===== src/rtl/nibble_packer.sv =====
// ---------------------------------------------------------------------------
// nibble_packer
//
// Upstream packing stage. Consecutive 4-bit nibbles are paired into 8-bit
// bytes and presented through a single output holding register. A nibble
// tagged in_last that arrives with no partner is flushed immediately. The
// missing half is filled with PAD, and the byte is flagged with out_partial.
//
// Parameters:
//   HI_FIRST - 1: first nibble -> byte[7:4], second -> byte[3:0]; 0: reverse
//   PAD      - filler nibble used when an odd trailing nibble is flushed
//   CNT_W    - width of the delivered-byte counter (wraps silently)
//
// Ports:
//   clk         rising-edge clock
//   rst         synchronous, active-high reset
//   in_valid    in_nibble / in_last are valid
//   in_ready    stage can take a nibble this cycle (combinational)
//   in_nibble   data nibble
//   in_last     final nibble of a burst, qualified by in_valid
//   out_valid   out_byte holds a packed byte
//   out_ready   downstream accepts the byte
//   out_byte    packed byte (registered)
//   out_field   out_byte[3:2], a slice for the downstream slicing stage
//   out_partial out_byte was produced by a pad flush
//   byte_cnt    number of bytes delivered, modulo 2**CNT_W
// ---------------------------------------------------------------------------
module nibble_packer #(
  parameter bit          HI_FIRST = 1'b1,
  parameter logic [3:0]  PAD      = 4'b0000,
  parameter int unsigned CNT_W    = 8
) (
  input  logic             clk,
  input  logic             rst,
  input  logic             in_valid,
  output logic             in_ready,
  input  logic [3:0]       in_nibble,
  input  logic             in_last,
  output logic             out_valid,
  input  logic             out_ready,
  output logic [7:0]       out_byte,
  output logic [1:0]       out_field,
  output logic             out_partial,
  output logic [CNT_W-1:0] byte_cnt
);

  typedef enum logic [1:0] {
    EMPTY = 2'd0,
    HALF  = 2'd1,
    FULL  = 2'd2
  } state_t;

  state_t     state;
  logic [3:0] held;
  logic       accept;
  logic       deliver;

  // Orders a (first, second) nibble pair into a byte.
  function automatic logic [7:0] pair(input logic [3:0] first,
                                      input logic [3:0] second);
    return HI_FIRST ? {first, second} : {second, first};
  endfunction

  // A full register can still take a nibble when it is being drained in
  // the same cycle, which gives one byte per cycle on back-to-back flushes.
  assign in_ready  = (state != FULL) || out_ready;
  assign out_valid = (state == FULL);
  assign out_field = out_byte[3:2];

  assign accept  = in_valid && in_ready;
  assign deliver = out_valid && out_ready;

  // NOTE: every register here is updated with <= so that all of them see
  // the pre-edge values of state/held, regardless of statement order.
  always_ff @(posedge clk) begin
    if (rst) begin
      state       <= EMPTY;
      held        <= 4'h0;
      out_byte    <= 8'h00;
      out_partial <= 1'b0;
      byte_cnt    <= '0;
    end else begin
      if (deliver) begin
        byte_cnt <= byte_cnt + 1'b1;
      end

      unique case (state)
        EMPTY: begin
          if (accept) begin
            if (in_last) begin
              out_byte    <= pair(in_nibble, PAD);
              out_partial <= 1'b1;
              state       <= FULL;
            end else begin
              held  <= in_nibble;
              state <= HALF;
            end
          end
        end

        HALF: begin
          // in_last on the second nibble just closes the pair; no pad.
          if (accept) begin
            out_byte    <= pair(held, in_nibble);
            out_partial <= 1'b0;
            state       <= FULL;
          end
        end

        FULL: begin
          // A nibble can only be accepted here together with a delivery,
          // and it is then treated as if the stage were already empty.
          if (deliver) begin
            if (accept && in_last) begin
              out_byte    <= pair(in_nibble, PAD);
              out_partial <= 1'b1;
              state       <= FULL;
            end else if (accept) begin
              held        <= in_nibble;
              out_partial <= 1'b0;
              state       <= HALF;
            end else begin
              out_partial <= 1'b0;
              state       <= EMPTY;
            end
          end
        end

        default: begin
          state       <= EMPTY;
          out_partial <= 1'b0;
        end
      endcase
    end
  end

endmodule

===== config.mk =====
export PLATFORM = sky130hd
export DESIGN_NAME = nibble_packer
export DESIGN_NICKNAME = d
export VERILOG_FILES = /design/src/rtl/nibble_packer.sv
export SDC_FILE = /design/constraint.sdc
export NUM_CORES = 1
export LEC_CHECK = 0
export BUFFER_PORTS_ARGS = -buffer_cell sky130_fd_sc_hd__buf_2
export CAP_MARGIN = 20
export CORE_UTILIZATION = 45
export DETAILED_ROUTE_END_ITERATION = 6
export PLACE_DENSITY = 0.8
export REMOVE_ABC_BUFFERS = 1
export SETUP_SLACK_MARGIN = 0.15
export SYNTH_ARGS = -nofsm -noshare
export SYNTH_HDL_FRONTEND = slang
export SYNTH_SLANG_ARGS = --single-unit

===== constraint.sdc =====
create_clock -name clk -period 1.1 [get_ports clk]
set_input_delay 0.22 -clock clk [delete_from_list [all_inputs] [get_ports clk]]
set_output_delay 0.22 -clock clk [all_outputs]
set_load 0.1 [all_outputs]

==> flow_summary.yaml, run 1 <==
status:
  status: "did not finish"
  stop_stage: "global routing"
  firstError: "[ERROR DPL-0038] Utilization greater than 100%, impossible to legalize"
synthesis:
  ys.warnings.count: 0
  synth.top_cell.area_share_pct: 44.5
  avgSynthCellArea_um2: 9.24
  synth_most_common_cell: "dfxtp_1"
  synth-seq-cells: 23
  synth_cell_type_count: 32
  syn_inst: 112
  ys.flop_type: "dfxtp_1"
  synthArstFlopShare_pct: 0
  synth.area.top_cells: "dfxtp_1 44%, mux2i_1 7.7%, nor2_1 5.4%, a21oi_1 4.4%, nand3_1 3.9%"
  synth_top_cells_by_count: "23 x dfxtp_1, 15 x nor2_1, 9 x a21oi_1"
  yosys.area.top_type: "dfxtp_1"
  synth-edff-count: 0
  synth_area_um2: 1030
  seq_area_frac_synth_pct: 44.5
cts:
  cts_buffer_depth: 2
  clock-sinks: 23
  cts_made_buffers: 3
  cts_max_level: 1
  postCtsHoldBufs: 0
  cts_root_buf: "clkbuf_4"
global_routing:
  grt_max_degree: 24
timing:
  worst_endpoint: "in_ready"
  worstEndpointType: "primary output"
floorplanning:
  initial_utilization_pct: 50.2
  fp-row-count: 16
  fp.dieH_um: 50.0
  die_x_um: 50.0
  ios: 30
placed_design:
  port_buffers: 29
  place_area_um2: 1610
  dp_hpwl_um: 1740
  place_congestion: 0.735
==> cell families after synthesis <==
kind of cell	after synthesis	synth area share, %
xor gates and xnor gates	6	5.08
muxes	8	7.74
and+or+nand+nor	46	23.0
DFF	23	44.5
AOI/OAI and AO/OA	19	12.6
buffers and inverters	9	5.92
adders and majority gates	1	1.21
==> stage by stage <==
step	cells	worst slack [ns]
floorplan	104	-1.36
global placement	177	-0.0915
detailed placement	177	-0.114
CTS	196	-0.299
==> what timing repair did <==
item	4_1_cts
buffers inserted	15
gates resized for setup	46
endpoints found under the setup margin	44
cloned	0
pin swaps	11
hold endpoints to repair	0
==> inputs of run 2 (changes only) <==
- CORE_AREA: unset -> 2 2 63 65
- CORE_UTILIZATION: 45 -> unset
- DIE_AREA: unset -> 0 0 65 67
- PLACE_DENSITY: 0.8 -> unset
- PLACE_DENSITY_LB_ADDON: unset -> 0.15
- SETUP_SLACK_MARGIN: 0.15 -> unset
- clock period: 1.1 -> 1.4 ns (I/O delays scaled with it)
==> flow_summary.yaml, run 2 <==
timing:
  tightest_slew_ns: 0.485
  fmax_ghz: 0.703
  period_minus_slack_ns: 1.42
  fin_worst_skew_ns: 0.00402
  finalMaxSlewViolations: 0
  setup_slack_ns: -0.0234
  finalSetupViolCount: 1
  period_share_pct: 102
  rsz0062_at_grt: "yes"
  fin_tns_setup_ns: -0.0234
  slew_headroom_pct: 67.9
  hold_violations: 0
cts:
  clock-sinks: 23
  cts_tree: "built"
  cts_buffer_depth: 2
  cts_max_level: 1
  postCtsHoldBufs: 0
  cts_root_buf: "clkbuf_8"
  path_clk_slew_ns: 0.09
  cts_made_buffers: 3
  worstSkewPairLatency_ns: 0.27
synthesis:
  avgSynthCellArea_um2: 9.24
  synthArstFlopShare_pct: 0
  syn_inst: 112
  synth_area_um2: 1030
  yosys.area.top_type: "dfxtp_1"
  synth_cell_type_count: 32
  seq_area_frac_synth_pct: 44.5
  synth_top_cells_by_count: "23 x dfxtp_1, 15 x nor2_1, 9 x a21oi_1"
  synth-seq-cells: 23
  ys.flop_type: "dfxtp_1"
  synth.area.top_cells: "dfxtp_1 44%, mux2i_1 7.7%, nor2_1 5.4%, a21oi_1 4.4%, nand3_1 3.9%"
  synth-edff-count: 0
  synth_most_common_cell: "dfxtp_1"
  synth.top_cell.area_share_pct: 44.5
  ys.warnings.count: 0
critical_path:
  critPathMaxFanout: 2
  crit_buf_inv: 1
  start_kind: "flip-flop"
  path_class: "flip-flop to output port"
  crit_chain: "and2b_1, nand2b_1, buf_12"
  critPathTopFamily: "flip-flops"
  cp.arrival_ns: 1.14
  crit_path_end_kind: "output port"
  required_ns: 1.12
  crit_slowest_cell: "dfxtp_4"
  cp_slowest_stage_delay_ns: 0.36
power:
  power.density_nw_per_um2: 976
  peakVddDrop_v: 0.000790
  p_leak_nw: 0.626
  total_power_w: 0.00147
run:
  maxCapViolations: 0
final_layout:
  fin_area_um2: 1510
  fin_nets: 158
  drive_gt1_share_pct: 37.4
  final_common_cell: "dfxtp_1"
  layout_common_cells: "21 x dfxtp_1, 19 x buf_2, 15 x nor2_1"
  reg_top3: "byte_cnt (8), out_byte (8), held (4)"
  diodes: 0
  area_growth_pct: 45.9
  finalNonFillerCells: 195
drt:
  drtIter0Drc: 26
  via_per_inst: 4.59
  drc_errors: 0
  wl_per_cell_um: 12.4
  ant_nets: 0
  wl_um: 2410
  vias: 895
  first_pass_iters: 4
global_routing:
  grt_first_pass_wirelength_um: 3970
  grt_pass1_vias: 846
  grt.busiest_layer: "met2"
  grt_use_met2_pct: 21.0
  gr-total-overflow: 0
  grt.total_usage_pct: 11.9
  grt_max_degree: 24
  grtUsageMet3_pct: 4.22
  use_met1_pct: 13.4
  antenna_found_initial: 0
floorplanning:
  fp.dieH_um: 67
  die_x_um: 65
  initial_utilization_pct: 28.7
  die_area_um2: 4360
  fp-row-count: 22
  placeableCoreArea_um2: 3610
  ios: 30
placed_design:
  port_buffers: 29
  placed_cells: 188
  place_area_um2: 1380
  place_worst_setup_slack_ns: 0.123
  dp_hpwl_um: 1650
  place_congestion: 0.778
status:
  violations: "negative setup slack"
  status: "finished, violations left"
worst_hold_path:
  hp-class: "input pin to flip-flop"
## run 2: cell counts after synthesis
Identical to the previous run, type by type.
## run 2: where the power goes
part	total (W)	internal [W]	switching [W]
clock	0.000424	0.000201	0.000223
sequential	0.000692	0.000677	0.0000148
combinational	0.000358	0.000118	0.000240
## run 2: logic make-up after synthesis
group	after synthesis	synth area share, %
xor gates and xnor gates	6	5.08
adders and majority gates	1	1.21
buffers and inverters	9	5.92
muxes	8	7.74
DFF	23	44.5
and+or+nand+nor	46	23.0
AOI/OAI and AO/OA	19	12.6
## run 2: final cells by class
cell class	count	area [µm²]
Clock buffer	3	41.3
Clock inverter	1	7.51
Fill cell	368	2100
Inverter	1	3.75
Multi-Input combinational cell	80	542
Sequential cell	23	468
Tap cell	48	60.1
Timing Repair Buffer	39	388
## run 2: worst paths after layout
path	startpoint	to	slack, ns	cells past startpoint
hold / removal	in_nibble[0]	held[0]	0.28	3
setup reg to reg	state[0]	byte_cnt[5]	0.07	5
hold reg to reg	out_byte[1]	out_byte[1]	0.46	2
setup / recovery	state[0]	in_ready	-0.02	3
## run 2: layer usage
layer	vias to the layer above	part of all wire (%)
li1	454	-
met1	418	45
met2	21	50
met3	2	4.7
met4	0	0.58
met5	-	0
## run 2: per-stage QoR
| step | utilization (%) | hold slack (ns) |
|---|---|---|
| after global placement | 38.3 | 0.441 |
| after global routing | 41.9 | 0.273 |
| after CTS | 40.3 | 0.266 |
| final | 41.9 | 0.279 |
| after detailed placement | 38.3 | 0.449 |
| after floorplan | - | 0.345 |
## run 2: timing repair
item,4_1_cts,5_1_grt
cloned,0,1
resized for setup,4,6
setup buffers,2,0
setup endpoints to repair,2,7
pin swaps,0,2
## run 2: worst min-delay path: stages
cell	delay, ns
buf_2	0.10
mux2i_1	0.06
nor2_1	0.07
Note: power is estimated with default switching activity, not from simulation.
==> inputs of run 3 (changes only) <==
- SETUP_SLACK_MARGIN: unset -> 0.15
==> flow_summary.yaml, run 3 (synthesis results as in run 2) <==
cts:
  cts_root_buf: "clkbuf_8"
  path_clk_slew_ns: 0.09
  cts_buffer_depth: 2
  postCtsHoldBufs: 0
  cts_tree: "built"
  clock-sinks: 23
  worstSkewPairLatency_ns: 0.27
  cts_made_buffers: 3
  cts_max_level: 1
timing:
  hold_violations: 0
  finalMaxSlewViolations: 0
  fin_worst_skew_ns: 0.00566
  tightest_slew_ns: 0.524
  period_minus_slack_ns: 1.44
  period_share_pct: 103
  finalSetupViolCount: 4
  setup_slack_ns: -0.0405
  rsz0062_at_grt: "yes"
  fmax_ghz: 0.694
  slew_headroom_pct: 65.0
final_layout:
  fin_util_pct: 48.1
  drive_gt1_share_pct: 52.3
  layout_common_cells: "18 x dfxtp_1, 14 x nor2_1, 13 x buf_6, 13 x buf_4, 10 x buf_12"
  fin_nets: 164
  diodes: 0
  reg_top3: "byte_cnt (8), out_byte (8), held (4)"
  area_growth_pct: 67.6
  final_common_cell: "dfxtp_1"
  fillerInstances: 342
floorplanning:
  fp.dieH_um: 67
  ios: 30
  placeableCoreArea_um2: 3610
  initial_utilization_pct: 28.7
  die_area_um2: 4360
  fp-row-count: 22
  die_x_um: 65
drt:
  via_per_inst: 4.73
  drc_errors: 0
  wl_um: 2580
  ant_nets: 0
  first_pass_iters: 3
  vias: 950
  wl_per_cell_um: 12.9
  drtIter0Drc: 31
status:
  status: "finished, violations left"
  violations: "negative setup slack"
critical_path:
  path_class: "flip-flop to flip-flop"
  crit_slowest_cell: "dfxtp_4"
  rr_worst_depth: 7
  crit_chain: "buf_4, buf_6, nand2b_4, a21oi_4, clkbuf_16, buf_4, a211oi_2"
  r2r_start: "state[0]"
  required_ns: 1.54
  r2r-end: "out_byte[7]"
  crit_path_end_kind: "flip-flop"
  start_kind: "flip-flop"
  r2r_slack_ns: -0.04
  critPathMaxFanout: 7
  crit_top_cell: "buf_4"
  cp.arrival_ns: 1.58
  cp_slowest_stage_delay_ns: 0.35
global_routing:
  grt_first_pass_wirelength_um: 4130
  antenna_found_initial: 0
  grt.total_usage_pct: 12.4
  grt_max_degree: 24
  gr-total-overflow: 0
  grt_pass1_vias: 872
placed_design:
  port_buffers: 29
  dp_hpwl_um: 1650
  place_congestion: 0.778
worst_hold_path:
  holdCritStartpoint: "in_nibble[0]"
  holdPathEnd: "out_byte[0]"
  min_path_cells: 3
  hp-class: "input pin to flip-flop"
power:
  p_leak_nw: 0.699
  total_power_w: 0.00152
  power.density_nw_per_um2: 878
  peakVddDrop_v: 0.000817
run:
  maxCapViolations: 0
==> run 3: layer usage <==
layer / share of wire [%] / GRT usage (%) / routed length, µm / up-vias
met3: 4.5 / 4.22 / 115 / 4
met2: 52 / 22.4 / 1350 / 23
met5: 0 / 0 / 0 / -
met4: 0.85 / 3.72 / 22 / 0
li1: - / - / - / 467
met1: 42 / 13.6 / 1090 / 456
==> run 3: worst max-delay path by stage <==
stage	startpoint	slack, ns	end	cells after the start
4_1_cts	state[0]	-0.03	in_ready	3
2_1_floorplan	state[1]	-1.06	state[1]	3
5_1_grt	state[0]	-0.08	in_ready	3
3_5_place_dp	state[1]	0.12	byte_cnt[4]	4
6_report	state[0]	-0.04	out_byte[7]	7
3_3_place_gp	state[1]	0.15	in_ready	3
==> run 3: final cells by class <==
cell class | instances | area [µm²] | share of cell area, %
Multi-Input combinational cell | 80 | 641 | 36.9
Timing Repair Buffer | 45 | 509 | 29.4
Sequential cell | 23 | 472 | 27.2
Tap cell | 48 | 60.1 | 3.46
Clock buffer | 3 | 41.3 | 2.38
Clock inverter | 1 | 7.51 | 0.433
Inverter | 1 | 3.75 | 0.216
==> run 3: critical path: cells and delay by family (launching register included) <==
kind,cells,cell delay [ns]
AO/OA/AOI/OAI,2,0.27
buffers and inverters,4,0.54
flip-flops,1,0.35
AND/OR/NAND/NOR,1,0.15
==> run 3: stage by stage <==
| stage | instance area [µm²] | setup WS, ns | setup TNS [ns] | hold slack [ns] | instances |
|---|---|---|---|---|---|
| finish | 1730 | -0.0405 | -0.0859 | 0.275 | 201 |
| global route | 1730 | -0.0792 | -0.562 | 0.266 | 201 |
| CTS | 1510 | -0.0295 | -0.0376 | 0.266 | 196 |
| detailed placement | 1380 | 0.123 | 0 | 0.449 | 188 |
| global placement | 1380 | 0.153 | 0 | 0.441 | 188 |
| floorplan | 977 | -1.06 | -8.59 | 0.345 | 104 |
==> run 3: timing repair <==
action | in CTS | in global routing
gates cloned | 0 | 1
setup endpoints to repair | 20 | 30
pin swaps | 4 | 17
buffers inserted | 4 | 4
gates resized for setup | 19 | 38
endpoints found under the hold margin | 0 | 0
==> run 3: where the power goes <==
part / switching (W) / internal (W) / leakage [nW]
Sequential: 0.0000164 / 0.000677 / 0.190
Clock: 0.000224 / 0.000201 / 0.0217
Combinational: 0.000256 / 0.000148 / 0.488
